--- src/rtl/regfile_pkg.sv ---
// Widths and constants for the architectural register file.
// The ROB, reservation stations, LSB and issue logic use these same definitions.
package regfile_pkg;
  localparam int REG_ADDR_WIDTH = 5;
  localparam int Q_WIDTH        = 5;
  localparam int XLEN           = 32;
  localparam int ZERO_REG       = 0;
endpackage

--- src/rtl/regfile_read_port.sv ---
// One combinational source-operand read: register mux, x0 forced to zero, same-cycle commit bypass.
// Zero latency; has no flow control, so it never stalls.
module regfile_read_port #(
  parameter int REG_ADDR_WIDTH = regfile_pkg::REG_ADDR_WIDTH,
  parameter int Q_WIDTH        = regfile_pkg::Q_WIDTH,
  parameter int NREG           = 1 << REG_ADDR_WIDTH
) (
  input  logic [REG_ADDR_WIDTH-1:0]                 rs_addr,
  input  logic [NREG-1:0][regfile_pkg::XLEN-1:0]    reg_v,
  input  logic [NREG-1:0]                           reg_busy,
  input  logic [NREG-1:0][Q_WIDTH-1:0]              reg_q,
  input  logic                                      has_commit,
  input  logic [REG_ADDR_WIDTH-1:0]                 commit_rd,
  input  logic [Q_WIDTH-1:0]                        commit_q,
  input  logic [regfile_pkg::XLEN-1:0]              commit_v,
  output logic                                      rs_busy,
  output logic [Q_WIDTH-1:0]                        rs_q,
  output logic [regfile_pkg::XLEN-1:0]              rs_v
);
  import regfile_pkg::*;

  logic bypass_hit;

  always_comb begin
    bypass_hit = has_commit && (commit_rd == rs_addr) && (commit_q == reg_q[rs_addr]);
    rs_busy    = 1'b0;
    rs_q       = '0;
    rs_v       = '0;
    if (rs_addr != REG_ADDR_WIDTH'(ZERO_REG)) begin
      // Tag and value are only meaningful one at a time; the other field reads as zero.
      if (reg_busy[rs_addr] && !bypass_hit) begin
        rs_busy = 1'b1;
        rs_q    = reg_q[rs_addr];
      end else if (reg_busy[rs_addr]) begin
        rs_v = commit_v;
      end else begin
        rs_v = reg_v[rs_addr];
      end
    end
  end
endmodule

--- src/rtl/regfile.sv ---
// Architectural register file with per-register busy bit and ROB tag; renamed at issue, written at commit.
// Reads are combinational; rdy_in low freezes all state while reads and commit bypass keep working.
module regfile #(
  parameter int REG_ADDR_WIDTH = regfile_pkg::REG_ADDR_WIDTH,
  parameter int Q_WIDTH        = regfile_pkg::Q_WIDTH
) (
  input  logic                          clk_in,
  input  logic                          rst_in,
  input  logic                          rdy_in,
  input  logic                          issue_en,
  input  logic [REG_ADDR_WIDTH-1:0]     issue_rd,
  input  logic [Q_WIDTH-1:0]            issue_Q,
  input  logic [REG_ADDR_WIDTH-1:0]     rs1_addr,
  input  logic [REG_ADDR_WIDTH-1:0]     rs2_addr,
  output logic                          rs1_busy,
  output logic                          rs2_busy,
  output logic [Q_WIDTH-1:0]            rs1_Q,
  output logic [Q_WIDTH-1:0]            rs2_Q,
  output logic [regfile_pkg::XLEN-1:0]  rs1_V,
  output logic [regfile_pkg::XLEN-1:0]  rs2_V,
  input  logic                          has_commit,
  input  logic [REG_ADDR_WIDTH-1:0]     Commit_rd,
  input  logic [Q_WIDTH-1:0]            Commit_Q,
  input  logic [regfile_pkg::XLEN-1:0]  Commit_V,
  input  logic                          flush
);
  import regfile_pkg::*;

  localparam int NREG = 1 << REG_ADDR_WIDTH;
  localparam logic [REG_ADDR_WIDTH-1:0] X0 = REG_ADDR_WIDTH'(ZERO_REG);

  logic [NREG-1:0][XLEN-1:0]    reg_q, reg_d;
  logic [NREG-1:0]              busy_q, busy_d;
  logic [NREG-1:0][Q_WIDTH-1:0] tag_q, tag_d;

  always_comb begin
    reg_d  = reg_q;
    busy_d = busy_q;
    tag_d  = tag_q;
    if (rdy_in) begin
      if (has_commit && Commit_rd != X0) begin
        reg_d[Commit_rd] = Commit_V;
        // A younger rename of the same register must stay busy.
        if (busy_q[Commit_rd] && tag_q[Commit_rd] == Commit_Q)
          busy_d[Commit_rd] = 1'b0;
      end
      if (issue_en && issue_rd != X0 && !flush) begin
        busy_d[issue_rd] = 1'b1;
        tag_d[issue_rd]  = issue_Q;
      end
      if (flush)
        busy_d = '0;
    end
  end

  always_ff @(posedge clk_in) begin
    if (rst_in) begin
      reg_q  <= '0;
      busy_q <= '0;
      tag_q  <= '0;
    end else begin
      reg_q  <= reg_d;
      busy_q <= busy_d;
      tag_q  <= tag_d;
    end
  end

  regfile_read_port #(.REG_ADDR_WIDTH(REG_ADDR_WIDTH), .Q_WIDTH(Q_WIDTH), .NREG(NREG)) u_rd1 (
    .rs_addr(rs1_addr), .reg_v(reg_q), .reg_busy(busy_q), .reg_q(tag_q),
    .has_commit(has_commit), .commit_rd(Commit_rd), .commit_q(Commit_Q), .commit_v(Commit_V),
    .rs_busy(rs1_busy), .rs_q(rs1_Q), .rs_v(rs1_V)
  );

  regfile_read_port #(.REG_ADDR_WIDTH(REG_ADDR_WIDTH), .Q_WIDTH(Q_WIDTH), .NREG(NREG)) u_rd2 (
    .rs_addr(rs2_addr), .reg_v(reg_q), .reg_busy(busy_q), .reg_q(tag_q),
    .has_commit(has_commit), .commit_rd(Commit_rd), .commit_q(Commit_Q), .commit_v(Commit_V),
    .rs_busy(rs2_busy), .rs_q(rs2_Q), .rs_v(rs2_V)
  );
endmodule

--- config.mk ---
export PLATFORM = sky130hd
export DESIGN_NAME = regfile
export DESIGN_NICKNAME = d
export VERILOG_FILES = /design/src/rtl/regfile_pkg.sv /design/src/rtl/regfile_read_port.sv /design/src/rtl/regfile.sv
export SDC_FILE = /design/constraint.sdc
export NUM_CORES = 2
export LEC_CHECK = 0
export CAP_MARGIN = 15
export CORE_ASPECT_RATIO = 1.1
export CORE_MARGIN = 3
export CORE_UTILIZATION = 63
export DETAILED_ROUTE_END_ITERATION = 8
export PLACE_DENSITY_LB_ADDON = 0.25
export SYNTH_ARGS = -nofsm -noshare
export SYNTH_HDL_FRONTEND = slang
export SYNTH_SLANG_ARGS = --single-unit
--- constraint.sdc ---
create_clock -name clk_in -period 4.5 [get_ports clk_in]
set_clock_uncertainty 0.1 [all_clocks]
set_input_delay 0.45 -clock clk_in [delete_from_list [all_inputs] [get_ports clk_in]]
set_output_delay 0.45 -clock clk_in [all_outputs]
set_load 0.05 [all_outputs]
; ---- Word-level counts from Yosys, hierarchy flattened
; Cells that the tools add are included.
[word_totals]
regBits = 1216
latchBits = 0
ramBits = 0
romBits = 0
input_bits = 68
wordCells = 145
n_memories = 0
[op_classes]
n_addsub = 0
multipliers = 0
div = 0
n_lt_le_gt_ge = 6
eq_ne = 5
n_shift = 0
mux = 45
n_bitwise = 3
reduce_logical = 21
[ops]
columns = cell, n
row1 = $bwmux 1024, 1
row2 = $mux 32, 14
row3 = $bmux 32 s5, 2
row4 = $bwmux 160, 1
row5 = $demux 32 s5, 1
row6 = $bmux 5 s5, 3
row7 = $mux 5, 8
row8 = $and 32x32->32, 1
row9 = $not 32->32, 1
row10 = $or 32x32->32, 1
row11 = $demux 5 s5, 1
row12 = $eq 5x5->1, 5
row13 = $lt 5x6->1 const B, 4
row14 = $reduce_bool 5->1, 4
row15 = $bmux 1 s5, 3
row16 = $logic_and 1x1->1, 12
row17 = $demux 1 s5, 2
row18 = $ge 5x1->1 const B, 2
row19 = $mux 1, 9
row20 = $reduce_and 2->1, 2
row21 = $logic_not 1->1, 3

; ---- Logic depth before layout (Yosys ltp)
[depth]
ltp_word = 12
ltp_mapped = 14
mapped_depth_nobuf = 8

; ---- By module
; A second synthesis with hierarchy kept.
[unflattened]
hier_cells = 7240
area_unflattened_um2 = 65295.1
[by_module_without_submodules]
columns = module, n_inst, cells_per_inst, area_per_inst_um2, seq_area_each_um2
row1 = regfile, 1, 5572, 44084.8, 24343.3
row2 = regfile_read_port, 2, 834, 10605.2, 0.0

; ---- Worst setup path before layout
; OpenSTA, ideal clock, no wires.
[synth_path]
path_type = input-to-output
startpoint = in rs1_addr[0]
endpoint = out rs1_Q[1]
arrival_ps = 3378
t_required_ps = 3950
slack_ps = 572
stages = 9
n_path_buf = 2
path_cell_list = buf_6 -> buf_6 -> mux4_2 -> mux4_2 -> mux2i_1 -> xor2_1 -> nand3_1 -> nor2_1 -> nor3b_1
[synth_via]
elab_chain_len = 8
elab_cells_between_ends = 13
classes_between = 2 x eq/ne / 6 x mux / 5 x reduce/logical
[synth_rtl]
columns = item, line
row1 = start: declaration, regfile.sv:13  ; input logic [REG_ADDR_WIDTH-1:0] rs1_addr,
row2 = $bmux 5 s5, "regfile_read_port.sv:25, regfile_read_port.sv:33"
row3 = $mux 5 (not written as such), "regfile_read_port.sv:25, regfile_read_port.sv:33"
row4 = $eq 5x5->1, regfile_read_port.sv:25  ; bypass_hit = has_commit && (commit_rd == rs_addr) && (commit_q == reg_q[rs_addr]);
row5 = $logic_and 1x1->1, regfile_read_port.sv:25
row6 = $logic_not 1->1, regfile_read_port.sv:31  ; if (reg_busy[rs_addr] && !bypass_hit) begin
row7 = $logic_and 1x1->1, regfile_read_port.sv:31
row8 = $mux 5, regfile_read_port.sv:31
row9 = $mux 5 (*), regfile_read_port.sv:29  ; if (rs_addr != REG_ADDR_WIDTH'(ZERO_REG)) begin
row10 = end: declaration, regfile.sv:17  ; output logic [Q_WIDTH-1:0] rs1_Q,
; Mark *: on every way between the ends. The rest lies on a longest branch, timed or not. The select of a mux whose other input is x is not followed.

; ---- Worst setup path in the final report
[layout_path]
startpoint = reg tag_q[35] in the netlist's numbering
endpoint = out rs1_V[18] in the netlist's numbering
[layout_via]
elab_chain_len = 8
[layout_rtl]
columns = item, line
row1 = start: declaration, regfile.sv:34  ; logic [NREG-1:0][Q_WIDTH-1:0] tag_q, tag_d;
row2 = start signal: assignment, regfile.sv:64  ; tag_q <= tag_d;
row3 = $bmux 5 s5, regfile_read_port.sv:25
row4 = $mux 5 (not written as such), regfile_read_port.sv:25
row5 = $eq 5x5->1, regfile_read_port.sv:25
row6 = $logic_and 1x1->1, regfile_read_port.sv:25
row7 = $logic_not 1->1, regfile_read_port.sv:31
row8 = $logic_and 1x1->1, regfile_read_port.sv:31
row9 = $mux 32, regfile_read_port.sv:31
row10 = $mux 32, regfile_read_port.sv:29
row11 = end: declaration, regfile.sv:19  ; output logic [regfile_pkg::XLEN-1:0] rs1_V,
; No other way between the ends. The select of a mux whose other input is x is not followed.

==> impl_metrics.toml <==
[status]
status = "completed"

[drt]
antenna_left = 0
routedWlPerCell_um = 30.5
initialDrtViolationCount = 11289
wirelength_mm = 250
vias = 58851
post-route-drc-count = 0
drt_first_pass_iters = 8
via_per_inst = 7.19

[sta]
timing_hold_violations_final = 0
fin_ws_ns = 0.0357
min_period_ns = 4.46
drv_slew = 0
slew_headroom = 0.203
worst_pin_slew_ns = 1.20
finalSetupTns_ns = 0
setup_violations = 0
rsz0062_at_grt = "false"
finalCritPeriodShare = 0.992
fmax_mhz = 224

[setup_path]
cpLargestDelayFamily = "multiplexers"
crit_fanout = 18
crit_path_end_kind = "primary output"
path_class = "reg -> out"
slowest_stage = "mux4_2"
cp.required_ns = 3.95
arrival_ns = 3.91
worst-path-buf-inv = 3
worstSetupStartpointType = "flip-flop"
cpPeakStageDelay_ns = 0.48
cp_cell_sequence = "mux4_2 -> mux4_2 -> mux2i_1 -> xor2_1 -> nand3_1 -> nor3_4 -> buf_4 -> buf_12 -> o2bb2ai_1 -> buf_12"

[grt]
grt_max_degree = 231
grt_util_all_layers = 0.465
antenna_found_initial = 14
grt_pass1_wl_mm = 362
overflow = 0
grt_pass1_vias = 56004

[power]
p_per_area_mw_per_mm2 = 325
leakagePower_nw = 24.1
power_frac_clock = 0.446
ir_worst_vdd_v = 0.000342
intPower_w = 0.0174
p_comb_frac = 0.092
switchingPower_w = 0.00605
swShare = 0.258
seq_power_share = 0.462

[clock_tree]
numCtsBuffers = 120
h-tree-depth = 3
cts_root_buf = "clkbuf_16"
clk_pin_slew_ns = 0.07
cts_buffer_depth = 3
cts_tree = "yes"
cts_sinks = 1216
clkLatencyLatePin_ns = 0.75

[synthesis]
synthCells = 6906
synth_seq_area_share = 0.379
yosys_warnings = 0
synth_seq_cells = 1216
synthArstFlopShare = 0
syn_nets = 6974
ys_types = 63
syn_area_per_cell_um2 = 9.29
ys.flop_type = "dfxtp_1"
synth_edf_count = 0
syn_area_mm2 = 0.0642

[layout]
nets = 6783
final_cell_mix = "nand2_1 (2042), dfxtp_1 (1216), a21oi_1 (1049), mux4_2 (643), mux2i_1 (426)"
fillers = 7280
drive_gt1_frac = 0.194
instances_no_fill = 8186
area_growth_pct = 12.4
mostFrequentLayoutCell = "nand2_1"

[place]
dp_cells = 7953
dp_hpwl_mm = 149
portBuffers = 143
place_ws_ns = -0.124
place.gp.congestion = 1.01

[floorplan]
dieArea_mm2 = 0.106
initial_core_util = 0.636
die_w_um = 310
fp-row-count = 122
die_h_um = 341
coreArea_mm2 = 0.101
io_pins = 144

[flow_run]
maxCapViolCount = 0

[worst_hold_path]
hold_path.class = "in -> reg"
## sequential cells by signal, indices dropped and copies added, names as in the netlist
register and count:
tag_q 160, reg_q 1024, busy_q 32
## through the flow
step | hold WS (ns) | cell area, um^2 | utilization | total power, W
after detailed placement | 0.357 | 68000 | 0.674 | 0.0131
final | 0.0829 | 72100 | 0.715 | 0.0234
after CTS | 0.0614 | 72100 | 0.714 | 0.0233
after floorplan | 0.329 | 64200 | - | 0.0124
after global routing | 0.112 | 72100 | 0.715 | 0.0238
after global placement | 0.348 | 68000 | 0.674 | 0.0131
## synth_stat cells (all sizes together), types with 6 or more instances
master,number,area [um^2]
nor2,255,960
a221oi,27,249
o2bb2ai,64,604
mux2,15,169
a22oi,68,510
nor3,7,62.6
xor2,16,140
dfxtp,1216,24300
nand3b,6,45.0
a211oi,14,105
clkbuf,574,2190
or2,6,37.5
a31o,24,210
o221ai,6,52.6
nand4,12,81.3
a31oi,16,100
o21ai,52,260
xnor2,7,68.8
inv,6,22.5
and3,7,43.8
a21oi,1049,5250
nand2,2075,7790
nand2b,9,56.3
mux4,653,14700
nor2b,52,325
a22o,15,131
nand3,34,170
buf,152,863
mux2i,427,4270
nor3b,8,65.1
## power groups by stage
stage | registers [W] | clock network (W) | logic [W]
6_report | 0.0108 | 0.0104 | 0.00215
5_1_grt | 0.0108 | 0.0108 | 0.00219
4_1_cts | 0.0108 | 0.0104 | 0.00206
3_5_place_dp | 0.0111 | 0 | 0.00205
3_3_place_gp | 0.0111 | 0 | 0.00205
2_1_floorplan | 0.0111 | 0 | 0.00132
## timing repair
action / in CTS / in global routing
hold buffers: 0 / 0
buffers inserted: 2 / 1
pin swaps: 1 / 3
setup endpoints to repair: 32 / 63
resized for setup: 0 / 5
## routing by layer
layer  part of all wire  track usage
met1               0.33        0.570
met2               0.42        0.667
met3               0.15        0.167
met4              0.096        0.357
met5            0.00058            0
## final timing paths
check	startpoint	endpoint	slack (ns)	depth (start not counted)
min reg2reg	reg_q[194]	reg_q[194]	0.36	2
max	tag_q[35]	rs1_V[18]	0.04	10
max reg2reg	tag_q[147]	busy_q[23]	1.89	10
min	rst_in	reg_q[12]	0.08	2
## area by class of cell
| cell class | count | area (um^2) | area share |
|---|---|---|---|
| Inverter | 7 | 26.3 | 0.000364 |
| Clock buffer | 170 | 3430 | 0.0476 |
| Timing Repair Buffer | 413 | 4910 | 0.0681 |
| Multi-Input combinational cell | 4957 | 37100 | 0.515 |
| Sequential cell | 1216 | 24300 | 0.337 |
| Antenna cell | 8 | 20.0 | 0.000277 |
| Tap cell | 1364 | 1710 | 0.0237 |
| Clock inverter | 51 | 584 | 0.00810 |
## kinds of logic (layout without fill, tap and decap cells)
logic type,Yosys count,count (layout),synth area share
compound gates,1349,1349,0.118
xor+xnor,23,23,0.00326
buf+inv,733,641,0.0480
flops,1216,1216,0.379
mux,1095,1095,0.299
other cells,0,8,0
simple gates,2490,2490,0.152
Power figures use the tool's default switching activity.
